## config.mk

```make
export PLATFORM = sky130hd
export DESIGN_NAME = hssl_tx_link_driver
export DESIGN_NICKNAME = d
export VERILOG_FILES = /design/src/rtl/hssl_tx_link_driver.sv
export SDC_FILE = /design/constraint.sdc
export NUM_CORES = 1
export LEC_CHECK = 0
export ABC_AREA = 1
export CAP_MARGIN = 15
export CORE_ASPECT_RATIO = 1.25
export CORE_MARGIN = 2
export CORE_UTILIZATION = 40
export DETAILED_ROUTE_END_ITERATION = 16
export DONT_BUFFER_PORTS = 1
export GPL_TIMING_DRIVEN = 0
export PLACE_DENSITY_LB_ADDON = 0.1
export SLEW_MARGIN = 20
export SYNTH_ARGS = -nofsm -noshare
export SYNTH_HDL_FRONTEND = slang
export SYNTH_SLANG_ARGS = --single-unit
```

## constraint.sdc

```tcl
create_clock -name clk -period 4.48 [get_ports clk]
set_input_delay 0.224 -clock clk [delete_from_list [all_inputs] [get_ports clk]]
set_output_delay 0.224 -clock clk [all_outputs]
set_load 0.02 [all_outputs]
```

## src/rtl/hssl_tx_link_driver.sv

```systemverilog
// hssl_tx_link_driver
// Transmit-side link driver for the spiNNlink HSSL. After reset or a restart
// request it holds the transceiver electrically idle, then streams comma
// alignment words, then forwards 32-bit frame words. In the run state it
// fills idle slots with commas and forces a comma after COMMA_PERIOD
// consecutive frame words so the far receiver keeps its alignment.
// Optional feature macro: HSSL_TX_FRAME_CNT_EN adds frames_sent_out, a
// wrapping count of accepted frame words that only reset clears.

module hssl_tx_link_driver #(
  parameter int          NUM_CLKC_FOR_IDLE  = 1000,
  parameter int          NUM_CLKC_FOR_ALIGN = 64,
  parameter int          COMMA_PERIOD       = 16,
  parameter logic [31:0] COMMA_DATA         = 32'hB5B5_B5BC,
  parameter logic [3:0]  COMMA_KCHR         = 4'b0001
) (
  input  logic        clk,
  input  logic        reset,
  input  logic        restart_in,
  input  logic [31:0] frm_data_in,
  input  logic [3:0]  frm_kchr_in,
  input  logic        frm_vld_in,
  output logic        frm_rdy_out,
  output logic [31:0] tx_data_out,
  output logic [3:0]  tx_charisk_out,
  output logic        tx_elecidle_out,
`ifdef HSSL_TX_FRAME_CNT_EN
  output logic [31:0] frames_sent_out,
`endif
  output logic [1:0]  link_state_out
);

  localparam int              RUN_W      = $clog2(COMMA_PERIOD + 1);
  localparam logic [9:0]      IDLE_LOAD  = 10'(NUM_CLKC_FOR_IDLE);
  localparam logic [7:0]      ALIGN_LAST = 8'(NUM_CLKC_FOR_ALIGN - 1);
  localparam logic [RUN_W-1:0] RUN_MAX   = RUN_W'(COMMA_PERIOD);

  typedef enum logic [1:0] {
    RUN_ST   = 2'b00,
    ALIGN_ST = 2'b01,
    IDLE_ST  = 2'b10
  } state_e;

  state_e           state_q, state_d;
  logic [9:0]       idle_cnt_q, idle_cnt_d;
  logic [7:0]       align_cnt_q, align_cnt_d;
  logic [RUN_W-1:0] run_cnt_q, run_cnt_d;
  logic [31:0]      tx_data_q, tx_data_d;
  logic [3:0]       tx_kchr_q, tx_kchr_d;
  logic             elecidle_q, elecidle_d;
  logic             xfer;

  // Ready only in run, never during a restart request, and not once a full
  // burst of frame words has gone out (that slot carries the forced comma).
  assign frm_rdy_out = (state_q == RUN_ST) && !restart_in && (run_cnt_q < RUN_MAX);
  assign xfer        = frm_vld_in && frm_rdy_out;

  assign tx_data_out     = tx_data_q;
  assign tx_charisk_out  = tx_kchr_q;
  assign tx_elecidle_out = elecidle_q;
  assign link_state_out  = state_q;

  // Next-state logic: idle countdown, align count, run burst tracking.
  always_comb begin
    state_d     = state_q;
    idle_cnt_d  = idle_cnt_q;
    align_cnt_d = align_cnt_q;
    run_cnt_d   = run_cnt_q;
    tx_data_d   = COMMA_DATA;
    tx_kchr_d   = COMMA_KCHR;
    elecidle_d  = elecidle_q;
    if (restart_in) begin
      state_d     = IDLE_ST;
      idle_cnt_d  = IDLE_LOAD;
      align_cnt_d = '0;
      run_cnt_d   = '0;
      elecidle_d  = 1'b1;
    end else begin
      case (state_q)
        IDLE_ST: begin
          elecidle_d = 1'b1;
          idle_cnt_d = idle_cnt_q - 10'd1;
          if (idle_cnt_q <= 10'd1) begin
            state_d     = ALIGN_ST;
            idle_cnt_d  = '0;
            align_cnt_d = '0;
            elecidle_d  = 1'b0;
          end
        end
        ALIGN_ST: begin
          elecidle_d = 1'b0;
          if (align_cnt_q == ALIGN_LAST) begin
            state_d   = RUN_ST;
            run_cnt_d = '0;
          end else begin
            align_cnt_d = align_cnt_q + 8'd1;
          end
        end
        RUN_ST: begin
          elecidle_d = 1'b0;
          if (xfer) begin
            tx_data_d = frm_data_in;
            tx_kchr_d = frm_kchr_in;
            run_cnt_d = run_cnt_q + RUN_W'(1);
          end else begin
            run_cnt_d = '0;
          end
        end
        default: begin
          state_d     = IDLE_ST;
          idle_cnt_d  = IDLE_LOAD;
          align_cnt_d = '0;
          run_cnt_d   = '0;
          elecidle_d  = 1'b1;
        end
      endcase
    end
  end

  // State and registered transceiver outputs.
  always_ff @(posedge clk or posedge reset) begin
    if (reset) begin
      state_q     <= IDLE_ST;
      idle_cnt_q  <= IDLE_LOAD;
      align_cnt_q <= '0;
      run_cnt_q   <= '0;
      tx_data_q   <= COMMA_DATA;
      tx_kchr_q   <= COMMA_KCHR;
      elecidle_q  <= 1'b1;
    end else begin
      state_q     <= state_d;
      idle_cnt_q  <= idle_cnt_d;
      align_cnt_q <= align_cnt_d;
      run_cnt_q   <= run_cnt_d;
      tx_data_q   <= tx_data_d;
      tx_kchr_q   <= tx_kchr_d;
      elecidle_q  <= elecidle_d;
    end
  end

`ifdef HSSL_TX_FRAME_CNT_EN
  logic [31:0] frames_sent_q, frames_sent_d;

  assign frames_sent_out = frames_sent_q;

  // Accepted-word count; survives restart, wraps naturally.
  always_comb begin
    frames_sent_d = frames_sent_q;
    if (xfer) begin
      frames_sent_d = frames_sent_q + 32'd1;
    end
  end

  // Frame counter register.
  always_ff @(posedge clk or posedge reset) begin
    if (reset) begin
      frames_sent_q <= '0;
    end else begin
      frames_sent_q <= frames_sent_d;
    end
  end
`endif

endmodule
```

# Yosys cells after proc, flatten, opt, wreduce, memory -nomap -nowiden
# Index checks and enable logic that the tools add are counted.
# word_totals
n_memories	0
inputBits	40
mem_bits_rw	0
out_inout_bits	40
wordCells	54
latch_bits	0
ff_bits	62
rom_bits	0
# op_classes
n_reduce_logical	9
mux	24
addsub	3
div_mod_pow	0
bitwise_logic	0
n_eq_ne	9
n_shift	0
magnitude_cmp	2
multipliers	0
# ops
op	count
$mux 32	3
$mux 8	3
$pmux 8 s3	1
$mux 10	2
$pmux 10 s2	1
$mux 5	3
$pmux 5 s3	1
$mux 4	3
$le 10x1->1 const B	1
$sub 10x1->10 const B	1
$ne 3x3->1 const B	3
$add 8x1->8 const B	1
$eq 8x6->1 const B	1
$mux 2	3
$pmux 2 s3	1
$reduce_and 3->1	2
$add 5x1->5 const B	1
$lt 5x5->1 const B	1
$ne 2x2->1 const B	2
$logic_and 1x1->1	3
$eq 2x1->1 const B	1
$eq 2x2->1 const B	1
$logic_not 2->1	1
$mux 1	2
5 further kinds	5

# Logic depth before layout (Yosys ltp)
# depth
word_depth	7
depth_mapped	10
mapped_depth_nobuf	9

# Least setup slack after synthesis
# Ideal clock, no wire load.
# synth_timing
path_type	reg-to-reg
from	register state_q[1], in the netlist link_state_out[1]
to	register tx_kchr_q[1], in the netlist tx_charisk_out[1]
setup_time_ps	120
period_less_slack_ps	1627
t_arrival_ps	1507
required_ps	4360
path_buffers	2
stages_incl_launch_ff	9
path_slack_ps	2853
cell_sequence	dfstp_2 > inv_1 > ha_1 > nand2_4 > nor2_4 > nand2_1 > buf_2 > buf_2 > nor2_1
# synth_via
elab_chain_len	7
# synth_lines
element	line	source
start, declared	44	state_e state_q, state_d;
start signal, assigned	131	state_q <= state_d;
$logic_not 2->1	55	assign frm_rdy_out = (state_q == RUN_ST) && !restart_in && (run_cnt_q < RUN_MAX);
$logic_and 1x1->1 (2 in a row)	55	
net frm_rdy_out	23	output logic frm_rdy_out,
$logic_and 1x1->1	56	assign xfer = frm_vld_in && frm_rdy_out;
$mux 4	101	if (xfer) begin
$mux 4	79	case (state_q)
$mux 4	72	if (restart_in) begin
net tx_kchr_d[1]	49	logic [3:0] tx_kchr_q, tx_kchr_d;
end signal, assigned	136	tx_kchr_q <= tx_kchr_d;
end, declared	49	
# The timed path passes the listed nets, and every way through them passes these cells.
# A chain may end at the register's enable or synchronous reset.

# Worst setup path after layout
# layout_timing
from	register state_q[1], in the netlist link_state_out[1]
to	register tx_data_q[17], in the netlist tx_data_out[17]
# layout_via
elab_chain_len	7
# layout_lines
element	line	source
$logic_not 2->1	55	
$logic_and 1x1->1 (2 in a row)	55	
net frm_rdy_out	23	
$logic_and 1x1->1	56	
$mux 32	101	
$mux 32	79	
$mux 32	72	
net tx_data_d[17]	48	logic [31:0] tx_data_q, tx_data_d;
end signal, assigned	135	tx_data_q <= tx_data_d;
end, declared	48	
# The timed path passes the listed nets, and every way through them passes these cells.

==> results.sh <==
export IMPL_p_leak_nw=1.77
export IMPL_r2r_setup_slack_ns=2.62
export IMPL_p_per_area_nw_per_um2=520
export IMPL_ys_warn_count=0
export IMPL_fin_crit_sh_pct=41.4
export IMPL_vdd_drop_max_mv=0.297
export IMPL_nNetsFinal=405
export IMPL_io_pins=80
export IMPL_syn_avg_cell_area_um2=9.52
export IMPL_rsz0062_at_grt="false"
export IMPL_max_freq_ghz=0.539
export IMPL_synthMuxAreaShare_pct=0
export IMPL_p_comb_share_pct=27.5
export IMPL_worstPathRequired_ns=4.71
export IMPL_slew_headroom_pct=79.9
export IMPL_critical_path_class="register to register"
export IMPL_rr_worst_depth=8
export IMPL_avgRoutedWirePerCell_um=12.6
export IMPL_cts_tree="yes"
export IMPL_p_int_mw=1.25
export IMPL_synth_compound_area_share_pct=5.87
export IMPL_cts_root_buf="clkbuf_8"
export IMPL_antenna_left=0
export IMPL_synth_cells=309
export IMPL_dieArea_um2=8060
export IMPL_worstSkewPairLatency_ns=0.34
export IMPL_grt_usage_pct=16.0
export IMPL_grt_antenna_before_repair=0
export IMPL_clkPwrFrac_pct=31.5
export IMPL_die_w_um=80.7
export IMPL_crit_start="link_state_out[1]$_DFFE_PP1P_"
export IMPL_drt_pass1_iter_count=4
export IMPL_wl_met3_um=359
export IMPL_die_h_um=99.9
export IMPL_switchingPower_mw=0.677
export IMPL_finalMaxSlewViolations=0
export IMPL_p_sw_share_pct=35.2
export IMPL_yosys_most_used_dff="dfrtp_1"
export IMPL_async_flop_share_pct=100
export IMPL_setup_violations=0
export IMPL_drive_above_1_share_pct=31.7
export IMPL_first_iter_violations=59
export IMPL_synth_top_area_share_pct=28.1
export IMPL_synthTopCellsByCount="nand2_1 (50), inv_1 (37), nor2_1 (35), dfrtp_1 (33), dfstp_2 (29)"
export IMPL_grt_first_pass_wirelength_um=9810
export IMPL_yosysSeqAreaShare_pct=54.0
export IMPL_yosys_area_top_type="dfrtp_1"
export IMPL_diodes=0
export IMPL_drcViolationCount=0
export IMPL_numPortBuffers=0
export IMPL_synth_seq_cells=62
export IMPL_totalWireLength_um=5720
export IMPL_synth_top_family_by_area="simple AND/OR/NAND/NOR gates"
export IMPL_setup_tns_ns=0
export IMPL_hp_class="input port to register"
export IMPL_synth_area_um2=2940
export IMPL_core_area_um2=7060
export IMPL_power_frac_seq_pct=40.9
export IMPL_synth_edf_count=0
export IMPL_end_kind="register"
export IMPL_maxCapViolations=0
export IMPL_area_growth_pct=25.7
export IMPL_fin_worst_skew_ns=0.00826
export IMPL_cts_max_level=3
export IMPL_drt_met1_wl_um=2350
export IMPL_post_cts_buffers=0
export IMPL_fin_crit_ns=1.86
export IMPL_gp_congestion=0.753
export IMPL_fp_row_count=34
export IMPL_synth_fa_ha_area_share_pct=2.98
export IMPL_num_vias=2101
export IMPL_p_total_mw=1.92
export IMPL_critPathMaxFanout=10
export IMPL_yosysMostFrequentCell="nand2_1"
export IMPL_grt_ovfl_total=0
export IMPL_r2r_end="tx_data_out[17]$_DFF_PP0_"
export IMPL_ys_types=34
export IMPL_clock_sinks=62
export IMPL_synth_simple_area_share_pct=27.9
export IMPL_tightest_slew_ns=0.302
export IMPL_path_clk_slew_ns=0.07
export IMPL_cts_buffer_depth=2
export IMPL_cp_arrival_ns=2.09
export IMPL_dr_wl_met2_um=2920
export IMPL_hold_viol=0
export IMPL_post_synth_xor_area_fraction_pct=1.49
export IMPL_dp_hpwl_um=3860
export IMPL_status="complete, no violations"
export IMPL_grt_max_degree=55
export IMPL_endpoint="tx_data_out[17]$_DFF_PP0_"
export IMPL_grt_pass1_vias=2216
export IMPL_vias_per_cell=4.64
export IMPL_synth_fp_nets=356
export IMPL_initial_core_util_pct=41.7
export IMPL_critPathLaunchType="register"
export IMPL_cts_buffers=9
export IMPL_synthTopCellsByArea="dfrtp_1 (28%), dfstp_2 (26%), nand2_1 (6.4%), or2_2 (4.9%), inv_1 (4.7%)"
export IMPL_rr_startpoint="link_state_out[1]$_DFFE_PP1P_"
export IMPL_top_layer_used="met4"
[final cells by class]
class,instances,area [µm²]
clock inverters,7,120
fillers,666,3360
plain buffers,7,51.3
repair buffers,38,398
multi-input cells,193,1120
flip-flops and latches,62,1590
inverters,47,180
well taps,90,113
clock buffers,9,124
[power by group through the flow]
stage / Combinational (mW) / Sequential [mW] / Clock (mW)
floorplan: 0.418 / 0.779 / 0
global placement: 0.502 / 0.799 / 0
detailed placement: 0.513 / 0.798 / 0
CTS: 0.538 / 0.790 / 0.622
global route: 0.608 / 0.798 / 0.650
finish: 0.530 / 0.787 / 0.607
[logic make-up (layout without fill, tap and decap cells)]
group                    Yosys count  in the layout
AND/OR/NAND/NOR                  154            154
flip-flops                        62             62
buffers and inverters             54            108
AO/OA/AOI/OAI                     27             27
adder cells (fa/ha/maj)            7              7
XOR/XNOR                           5              5
[metrics by stage]
stage | util, % | setup slack (ns) | cells | hold slack, ns | cell area (µm²)
finish | 52.4 | 2.62 | 453 | 0.0472 | 3700
global placement | 43.2 | 2.03 | 399 | 0.331 | 3050
global route | 52.4 | 2.49 | 453 | 0.0351 | 3700
CTS | 52.4 | 2.58 | 453 | 0.0379 | 3700
detailed placement | 43.7 | 2.59 | 400 | 0.205 | 3080
floorplan | - | 2.76 | 309 | 0.330 | 2940
[placed cells by master (no fill, tap or decap), drive strengths merged, types with 7 or more instances in the layout]
master       synthesis  routed
nand2               62      62
inv                 46      48
nor2                41      41
dlygate4sd3          0      37
dfrtp               33      33
dfstp               29      29
or2                 23      23
o21ai               20      20
nand3               19      19
clkbuf               2      11
ha                   7       7
nand4                7       7
[registers in the layout (all words and copies together) (netlist names)]
signal           count
tx_data_out         32
align_cnt_q          8
link_state_out       2
idle_cnt_q          10
tx_charisk_out       4
run_cnt_q            5
tx_elecidle_out      1
[routing by layer]
layer / track usage, % / vias to the layer above
li1: - / 1048
met1: 18.5 / 998
met2: 26.7 / 48
met3: 6.83 / 7
met4: 5.48 / 0
met5: 0 / -
[timing repair]
| item | 4_1_cts | 5_1_grt |
|---|---|---|
| endpoints found under the hold margin | 77 | 0 |
| hold buffers | 37 | 0 |
| resized for setup | 0 | 0 |
[worst min-delay path by stage]
stage | from | to | depth (start not counted)
2_1_floorplan | frm_kchr_in[1] | tx_charisk_out[1]$_DFF_PP0_ | 2
3_3_place_gp | frm_data_in[9] | tx_data_out[9]$_DFF_PP0_ | 2
3_5_place_dp | reset | tx_data_out[2]$_DFF_PP1_ | 1
4_1_cts | restart_in | link_state_out[1]$_DFFE_PP1P_ | 2
5_1_grt | restart_in | link_state_out[1]$_DFFE_PP1P_ | 2
6_report | restart_in | link_state_out[1]$_DFFE_PP1P_ | 2
[critical path, cell delays in order, from the launching register on]
cell     delay [ns]
dfstp_2        0.64
inv_1          0.09
ha_1           0.21
nand2_4        0.12
nor2_4         0.07
nand2_1        0.09
buf_2          0.22
buf_2          0.24
nor2_1         0.06
(Power assumes the default switching activity.)
